===== config.mk =====
export PLATFORM = sky130hd
export DESIGN_NAME = two_bit_adder
export DESIGN_NICKNAME = d
export VERILOG_FILES = /design/src/rtl/two_bit_adder_pkg.sv /design/src/rtl/full_adder.sv /design/src/rtl/two_bit_adder.sv
export SDC_FILE = /design/constraint.sdc
export NUM_CORES = 1
export LEC_CHECK = 0
export BUFFER_PORTS_ARGS = -buffer_cell sky130_fd_sc_hd__clkbuf_2
export CAP_MARGIN = 20
export CORE_AREA = 2 2 39 41
export DETAILED_ROUTE_END_ITERATION = 8
export DIE_AREA = 0 0 41 43
export PLACE_DENSITY = 0.3
export SKIP_CTS_REPAIR_TIMING = 1
export SLEW_MARGIN = 20
export SYNTH_ARGS = -nofsm -noshare
export SYNTH_HDL_FRONTEND = slang
export SYNTH_SLANG_ARGS = --single-unit
export TNS_END_PERCENT = 20

===== constraint.sdc =====
create_clock -name clk -period 3.3 [get_ports clk]
set_clock_uncertainty 0.1 [all_clocks]
set_input_delay 0.495 -clock clk [delete_from_list [all_inputs] [get_ports clk]]
set_output_delay 0.495 -clock clk [all_outputs]
set_load 0.01 [all_outputs]

===== src/rtl/two_bit_adder_pkg.sv =====
// rtl/two_bit_adder_pkg.sv - shared constants and types for the registered ripple-carry adder
package two_bit_adder_pkg;

   // Default operand width and the widest width the adder is built for.
   localparam int ADDER_BITS_DEFAULT = 2;
   localparam int ADDER_BITS_MAX     = 16;

   // Result vector {carry, sum} sized for the widest legal build. A given
   // instance uses only the low BITS+1 bits of it.
   typedef logic [ADDER_BITS_MAX:0] adder_result_t;

endpackage


===== src/rtl/full_adder.sv =====
// rtl/full_adder.sv - single-bit combinational full adder, one link of the ripple chain
module full_adder (
   input  logic a,
   input  logic b,
   input  logic cin,
   output logic s,
   output logic cout
);

   logic half_sum;

   // Propagate term shared by the sum and the carry.
   assign half_sum = a ^ b;

   assign s    = half_sum ^ cin;
   assign cout = (a & b) | (cin & half_sum);

endmodule


===== src/rtl/two_bit_adder.sv =====
// rtl/two_bit_adder.sv - registered ripple-carry adder; TWO_BIT_ADDER_OVF_EN adds a registered Overflow output
module two_bit_adder
   import two_bit_adder_pkg::*;
#(
   parameter int BITS = ADDER_BITS_DEFAULT
) (
   input  logic            clk,
   input  logic            reset,
   input  logic [BITS-1:0] A,
   input  logic [BITS-1:0] B,
   input  logic            CarryIN,
   output logic [BITS-1:0] Sum,
   output logic            CarryOUT
`ifdef TWO_BIT_ADDER_OVF_EN
   ,
   output logic            Overflow
`endif
);

   // carry[i] enters stage i; carry[BITS] leaves the top stage.
   logic [BITS:0]   carry;
   logic [BITS-1:0] sum_d;
   logic [BITS-1:0] sum_q;
   logic            carry_out_d;
   logic            carry_out_q;

   assign carry[0] = CarryIN;

   // Ripple chain: one full adder per operand bit, carry handed upward.
   for (genvar i = 0; i < BITS; i++) begin : g_stage
      full_adder u_fa (
         .a    (A[i]),
         .b    (B[i]),
         .cin  (carry[i]),
         .s    (sum_d[i]),
         .cout (carry[i+1])
      );
   end

   assign carry_out_d = carry[BITS];

   // Output registers: load every edge, reset wins over the new result.
   always_ff @(posedge clk) begin
      if (reset) begin
         sum_q       <= '0;
         carry_out_q <= 1'b0;
      end else begin
         sum_q       <= sum_d;
         carry_out_q <= carry_out_d;
      end
   end

   assign Sum      = sum_q;
   assign CarryOUT = carry_out_q;

`ifdef TWO_BIT_ADDER_OVF_EN
   logic overflow_d;
   logic overflow_q;

   // Signed overflow: carry into the sign bit differs from carry out of it.
   assign overflow_d = carry[BITS] ^ carry[BITS-1];

   // Overflow register shares the latency and reset of the sum.
   always_ff @(posedge clk) begin
      if (reset) begin
         overflow_q <= 1'b0;
      end else begin
         overflow_q <= overflow_d;
      end
   end

   assign Overflow = overflow_q;
`endif

endmodule


==> impl_summary.txt, run 1 <==
----------------------------------------------------
[Routing]
  Antenna violation net count after detailed routing ... 0
  Drt first-iter violations ... 1
  Number of remaining DRC errors ... 0
  Routed wire length ... 309 um
  Length of the first detailed-routing pass in iterations ... 2
  Post-DR wirelength/cell ... about 7.4 um
  Routed vias/inst ... roughly 3
  Detailed-route via count ... around 120

[Final layout]
  Cell area after layout ... about 220 sq um
  Share of layout cells above drive strength 1 ... roughly 46%
  Nets ... 36
  Final non-filler cell total ... 42
  # diodes ... 0
  Most frequent cells in the layout ... 9 x clkbuf_2, 5 x inv_1, 3 x dfxtp_1, 3 x nor2_1, 3 x clkbuf_4
  Signed area change from the synthesized netlist to the final layout ... 70.2%
  Area occupied by multi-input gates ... 51.3 sq um
  Number of fill cells in the layout ... between 150 and 200
  Sequential cell area in the final layout ... between 60 and 70 sq um
  Most common cell after layout, fill and taps aside ... clkbuf_2

[Setup path]
  Worst Path Max Fanout ... 1
  Cell repeated most along the worst path ... fa_1
  Sort of element at the start of the critical path ... input port
  WP data arrival ... around 1.6 ns
  Cell-by-cell trace of the critical path ... clkbuf_2 -> inv_1 -> fa_1 -> fa_1 -> nor2_1
  Data required time at the worst endpoint ... ~3.3 ns
  Master of the slowest instance on the critical path ... fa_1
  CP endpoint kind ... flip-flop
  Critical path start-end classification ... in -> reg
  Largest incremental delay on the critical path ... 0.49 ns

[Global routing]
  Pin count of the biggest net entering global routing ... 4
  Number of antenna violations at the first check in global routing ... 0
  Global routing's busiest layer ... met4
  Vias in the first global route ... 139
  Gr ovfl total ... 0
  Global-route usage over all layers ... around 5.7%
  Global-route wire length before repair ... ~520 um
  Met2 Usage GRT ... around 6.3%
  Routing usage on met3 ... under 10%
  M1 GR Usage ... 4.90%

[Synthesis]
  Fraction of the mapped netlist area in compound gates ... 0%
  Most area-consuming cells after synthesis ... dfxtp_1 46%, fa_1 31%, inv_1 14%
  Synth Area in XOR/XNOR ... 0%
  Adder-cell share of the synthesized area ... around 30%
  Post-synth net total ... 22
  Sequential-to-total area share from yosys stat ... 46.2%
  Top-area cell type share of the netlist area ... a little under half
  Number of register bits inferred by synthesis ... 3
  Synthesized-area fraction occupied by and/or/nand/nor cells ... under 10%
  Post-synthesis cell area ... 130 sq um
  Gate Count Post-Synth ... 13
  Distinct cells, synth ... 4
  Number of synthesis warnings ... 0
  Combinational family with the most area after synthesis ... adder cells
  Share of cell area taken by muxes after synthesis ... 0%
  Avg Cell Area, Syn ... 10.0 sq um
  Post-synth top area cell ... dfxtp_1

[Hold path]
  Number of cells on the worst hold path ... 2
  Classification of the worst-slack hold path ... in -> reg

[CTS]
  Post-CTS clock slew at the launch and capture registers of the worst setup and hold paths ... 0.04 ns
  Clock sink count ... 3
  CTS tree ... done
  Number of H-tree branching levels ... 1
  CTS root buf ... clkbuf_4
  Num CTS Buffers ... 3
  Buffer depth of the longest clock path ... 2

[Power]
  Total power after layout ... about 120 uW
  Pleak ... roughly 0.00013 uW
  Peak supply drop ... around 0.095 mV
  Total power divided by cell area ... roughly 560 nW/um^2

[STA]
  Final critical-path required period ... ~1.6 ns
  Unrepaired setup endpoints after global routing ... false
  Slew Limit Fails ... 0
  Fin. Hold Viols ... 0
  Number of endpoints failing setup at the final stage ... 0
  Post-route clock period utilization ... around 47%
  Peak Freq ... 0.642 GHz
  Worst slew margin relative to its limit ... a little over nine tenths
  Setup TNS Final ... 0 ns
  Actual transition at the worst max-transition pin ... ~0.083 ns

[Floorplanning]
  Core region area ... between 1000 and 1500 sq um
  Initial Utilization ... under 10%
  I/O pin count ... 10
  Die extent in y ... between 40 and 50 um
  Die Area ... around 1800 sq um
  Row count ... 14
  Chip Width ... slightly above 40 um

[Status]
  Run status ... complete, no violations

[Placed design]
  Total instance count after detailed placement ... 38
  Number of port buffers ... 9
  Instance area after placement ... a little under 200 sq um
  Final weighted congestion in routability-driven placement ... approximately 0.65

[Flow run]
  Max-cap violations ... 0

----------------------------------------------------
[worst max-delay path, delay by kind of cell]
family / cells / cell delay, ns
fa+ha+maj: 2 / 0.92
buf+inv: 2 / 0.12
simple gates: 1 / 0.04
[state kept, by name, summed over array words and instances (netlist names)]
signal    flops
Sum           2
CarryOUT      1
[metal layers]
layer | routed length (um) | share of wire [%]
met1 | 98 | 32
met2 | 133 | 43
met3 | 62 | 20
met4 | 14 | 4.5
met5 | 0 | 0
[worst paths after layout]
check | startpoint | to | slack, ns
worst max-delay path | A[0] | Sum[1]$_SDFF_PP0_ | 1.74
worst min-delay path | reset | Sum[1]$_SDFF_PP0_ | 0.35
[cell usage after synthesis]
cell type / count
inv_1: 5
nor2_1: 3
dfxtp_1: 3
fa_1: 2
[final cells by class]
type / instances / area share, %
well taps: 16 / 9.04
clock buffers: 4 / 11.9
inverters: 5 / 8.47
flip-flops and latches: 3 / 27.1
repair buffers: 9 / 20.3
multi-input cells: 5 / 23.2
[through the flow]
step	utilization, %	setup slack, ns	hold WS, ns
floorplan	-	1.62	0.462
global route	16.0	1.70	0.356
global placement	14.1	1.52	0.587
CTS	16.0	1.74	0.339
finish	16.0	1.74	0.347
detailed placement	14.1	1.49	0.588
[cells by family after synthesis]
kind of cell / count (synthesis)
DFF: 3
buffers and inverters: 5
and+or+nand+nor: 3
adders and majority gates: 2
[where the power goes]
group	internal (uW)	switching [uW]
sequential	40.1	0.821
clock	45.3	19.6
combinational	8.34	8.80
total	93.8	29.2
Note: power is estimated with default switching activity, not from simulation.
==> inputs of run 2 (changes only) <==
Settings changed: ABC_AREA set to 1.
Clock period 3.3 ns to 1.6 ns, I/O delays scaled along.
==> impl_summary.txt, run 2 (same netlist as run 1, synthesis figures left out) <==
----------------------------------------------------
[Status]
  Run status ... complete, no violations

[Global routing]
  Global-route usage over all layers ... between 5 and 6%
  Met2 Usage GRT ... roughly 3.8%
  Gr ovfl total ... 0
  Vias in the first global route ... 126
  Number of antenna violations at the first check in global routing ... 0
  Routing usage on met3 ... approximately 4.7%
  M1 GR Usage ... under 10%
  Pin count of the biggest net entering global routing ... 4
  Global routing's busiest layer ... met4
  Global-route wire length before repair ... between 400 and 500 um

[STA]
  Fin. Hold Viols ... 0
  Setup TNS Final ... 0 ns
  Unrepaired setup endpoints after global routing ... false
  Actual transition at the worst max-transition pin ... around 0.090 ns
  Slew Limit Fails ... 0
  Post-route clock period utilization ... between 80% and 90%
  Worst slew margin relative to its limit ... 94.0%
  Final critical-path required period ... 1.31 ns
  Peak Freq ... approximately 0.76 GHz
  Number of endpoints failing setup at the final stage ... 0

[Power]
  Flop pwr share ... 33.5%
  Internal ... roughly 190 uW
  Total power after layout ... between 200 and 300 uW
  Pleak ... about 0.00013 uW
  Peak supply drop ... 0.201 mV
  Share of total power in combinational logic ... approximately 14%
  Switching portion of total power ... 23.4%
  Net Switching ... ~59 uW
  Clock Power Share ... about 53%
  Total power divided by cell area ... around 1100 nW/um^2

[CTS]
  CTS tree ... done
  Post-CTS clock slew at the launch and capture registers of the worst setup and hold paths ... around 0.04 ns
  Buffer depth of the longest clock path ... 2
  CTS root buf ... clkbuf_4
  Number of H-tree branching levels ... 1
  Clock sink count ... 3
  Num CTS Buffers ... 3

[Setup path]
  Top delay family on crit path ... adder cells
  Worst Path Max Fanout ... 1
  Buffer and inverter count on the worst path ... 2
  Cell repeated most along the worst path ... fa_1
  Largest incremental delay on the critical path ... around 0.50 ns
  Master of the slowest instance on the critical path ... fa_1
  Data required time at the worst endpoint ... 1.63 ns
  Critical path start-end classification ... in -> reg
  Cell-by-cell trace of the critical path ... clkbuf_2 -> inv_1 -> fa_1 -> fa_1 -> nor2_1
  Sort of element at the start of the critical path ... input port
  CP endpoint kind ... flip-flop
  WP data arrival ... between 1 and 1.5 ns

[Routing]
  Length of the first detailed-routing pass in iterations ... 2
  Drt first-iter violations ... 3
  Number of remaining DRC errors ... 0
  Routed wire length ... ~270 um
  Post-DR wirelength/cell ... between 6 and 7 um
  Antenna violation net count after detailed routing ... 0
  Routed vias/inst ... roughly 2.8
  Detailed-route via count ... about 120

[Floorplanning]
  Row count ... 14
  Chip Width ... between 40 and 50 um
  Die extent in y ... ~43 um
  Core region area ... about 1400 sq um
  I/O pin count ... 10
  Initial Utilization ... 9.40%
  Die Area ... 1760 sq um

[Hold path]
  Startpoint of the most critical hold path ... reset
  Classification of the worst-slack hold path ... in -> reg
  Destination of the worst hold path ... CarryOUT$_SDFF_PP0_
  Number of cells on the worst hold path ... 2

[Final layout]
  Signed area change from the synthesized netlist to the final layout ... 70.2%
  Flip-flop count of the largest register, all copies and words added ... 2
  # diodes ... 0
  Cell area after layout ... 221 sq um
  Nets ... 36
  Area occupied by multi-input gates ... about 51 sq um
  Number of fill cells in the layout ... between 150 and 200
  Utilization after layout ... between 10% and 20%
  Most common cell after layout, fill and taps aside ... clkbuf_2
  Most frequent cells in the layout ... 9 x clkbuf_2, 5 x inv_1, 3 x dfxtp_1, 3 x nor2_1, 3 x clkbuf_4
  Sequential cell area in the final layout ... about 60 sq um
  Share of layout cells above drive strength 1 ... 46.2%

[Flow run]
  Max-cap violations ... 0

[Placed design]
  Instance area after placement ... between 150 and 200 sq um
  Final weighted congestion in routability-driven placement ... 0.655
  Number of port buffers ... 9

----------------------------------------------------
==> run 2: cell counts in the layout (fill, tap and decap cells not counted) <==
Identical to the previous run, type by type.
==> run 2: power groups by stage <==
stage / clock [uW] / sequential [uW] / combinational [uW]
final: 133 / 84.5 / 34.4
after global routing: 155 / 85.4 / 40.7
after CTS: 142 / 84.5 / 35.0
after detailed placement: 0 / 85.7 / 35.0
after global placement: 0 / 85.9 / 33.3
after floorplan: 0 / 89.8 / 13.1
==> run 2: cell type report <==
| type | instances | area share [%] |
|---|---|---|
| clock buffers | 4 | 11.9 |
| well taps | 16 | 9.04 |
| repair buffers | 9 | 20.3 |
| multi-input cells | 5 | 23.2 |
| inverters | 5 | 8.47 |
| flip-flops and latches | 3 | 27.1 |
==> run 2: how the worst max path moves through the flow <==
stage,startpoint,end,cells after the start
detailed placement,A[0],Sum[1]$_SDFF_PP0_,5
CTS,A[0],Sum[1]$_SDFF_PP0_,5
floorplan,A[0],Sum[1]$_SDFF_PP0_,4
global placement,A[0],Sum[1]$_SDFF_PP0_,5
finish,A[0],Sum[1]$_SDFF_PP0_,5
global route,A[0],Sum[1]$_SDFF_PP0_,5
==> run 2: metal layers <==
layer  up-vias  share of wire (%)
met2        12                 30
met4         0                7.9
met5         -                  0
met1        41                 35
met3         4                 26
li1         59                  -
==> run 2: stage by stage <==
| step | instances | hold slack (ns) | setup WS [ns] |
|---|---|---|---|
| after floorplan | 13 | 0.207 | 0.176 |
| after global placement | 38 | 0.332 | 0.0765 |
| after detailed placement | 38 | 0.340 | 0.0553 |
| after CTS | 42 | 0.0884 | 0.306 |
| after global routing | 42 | 0.0978 | 0.249 |
| final | 42 | 0.100 | 0.292 |
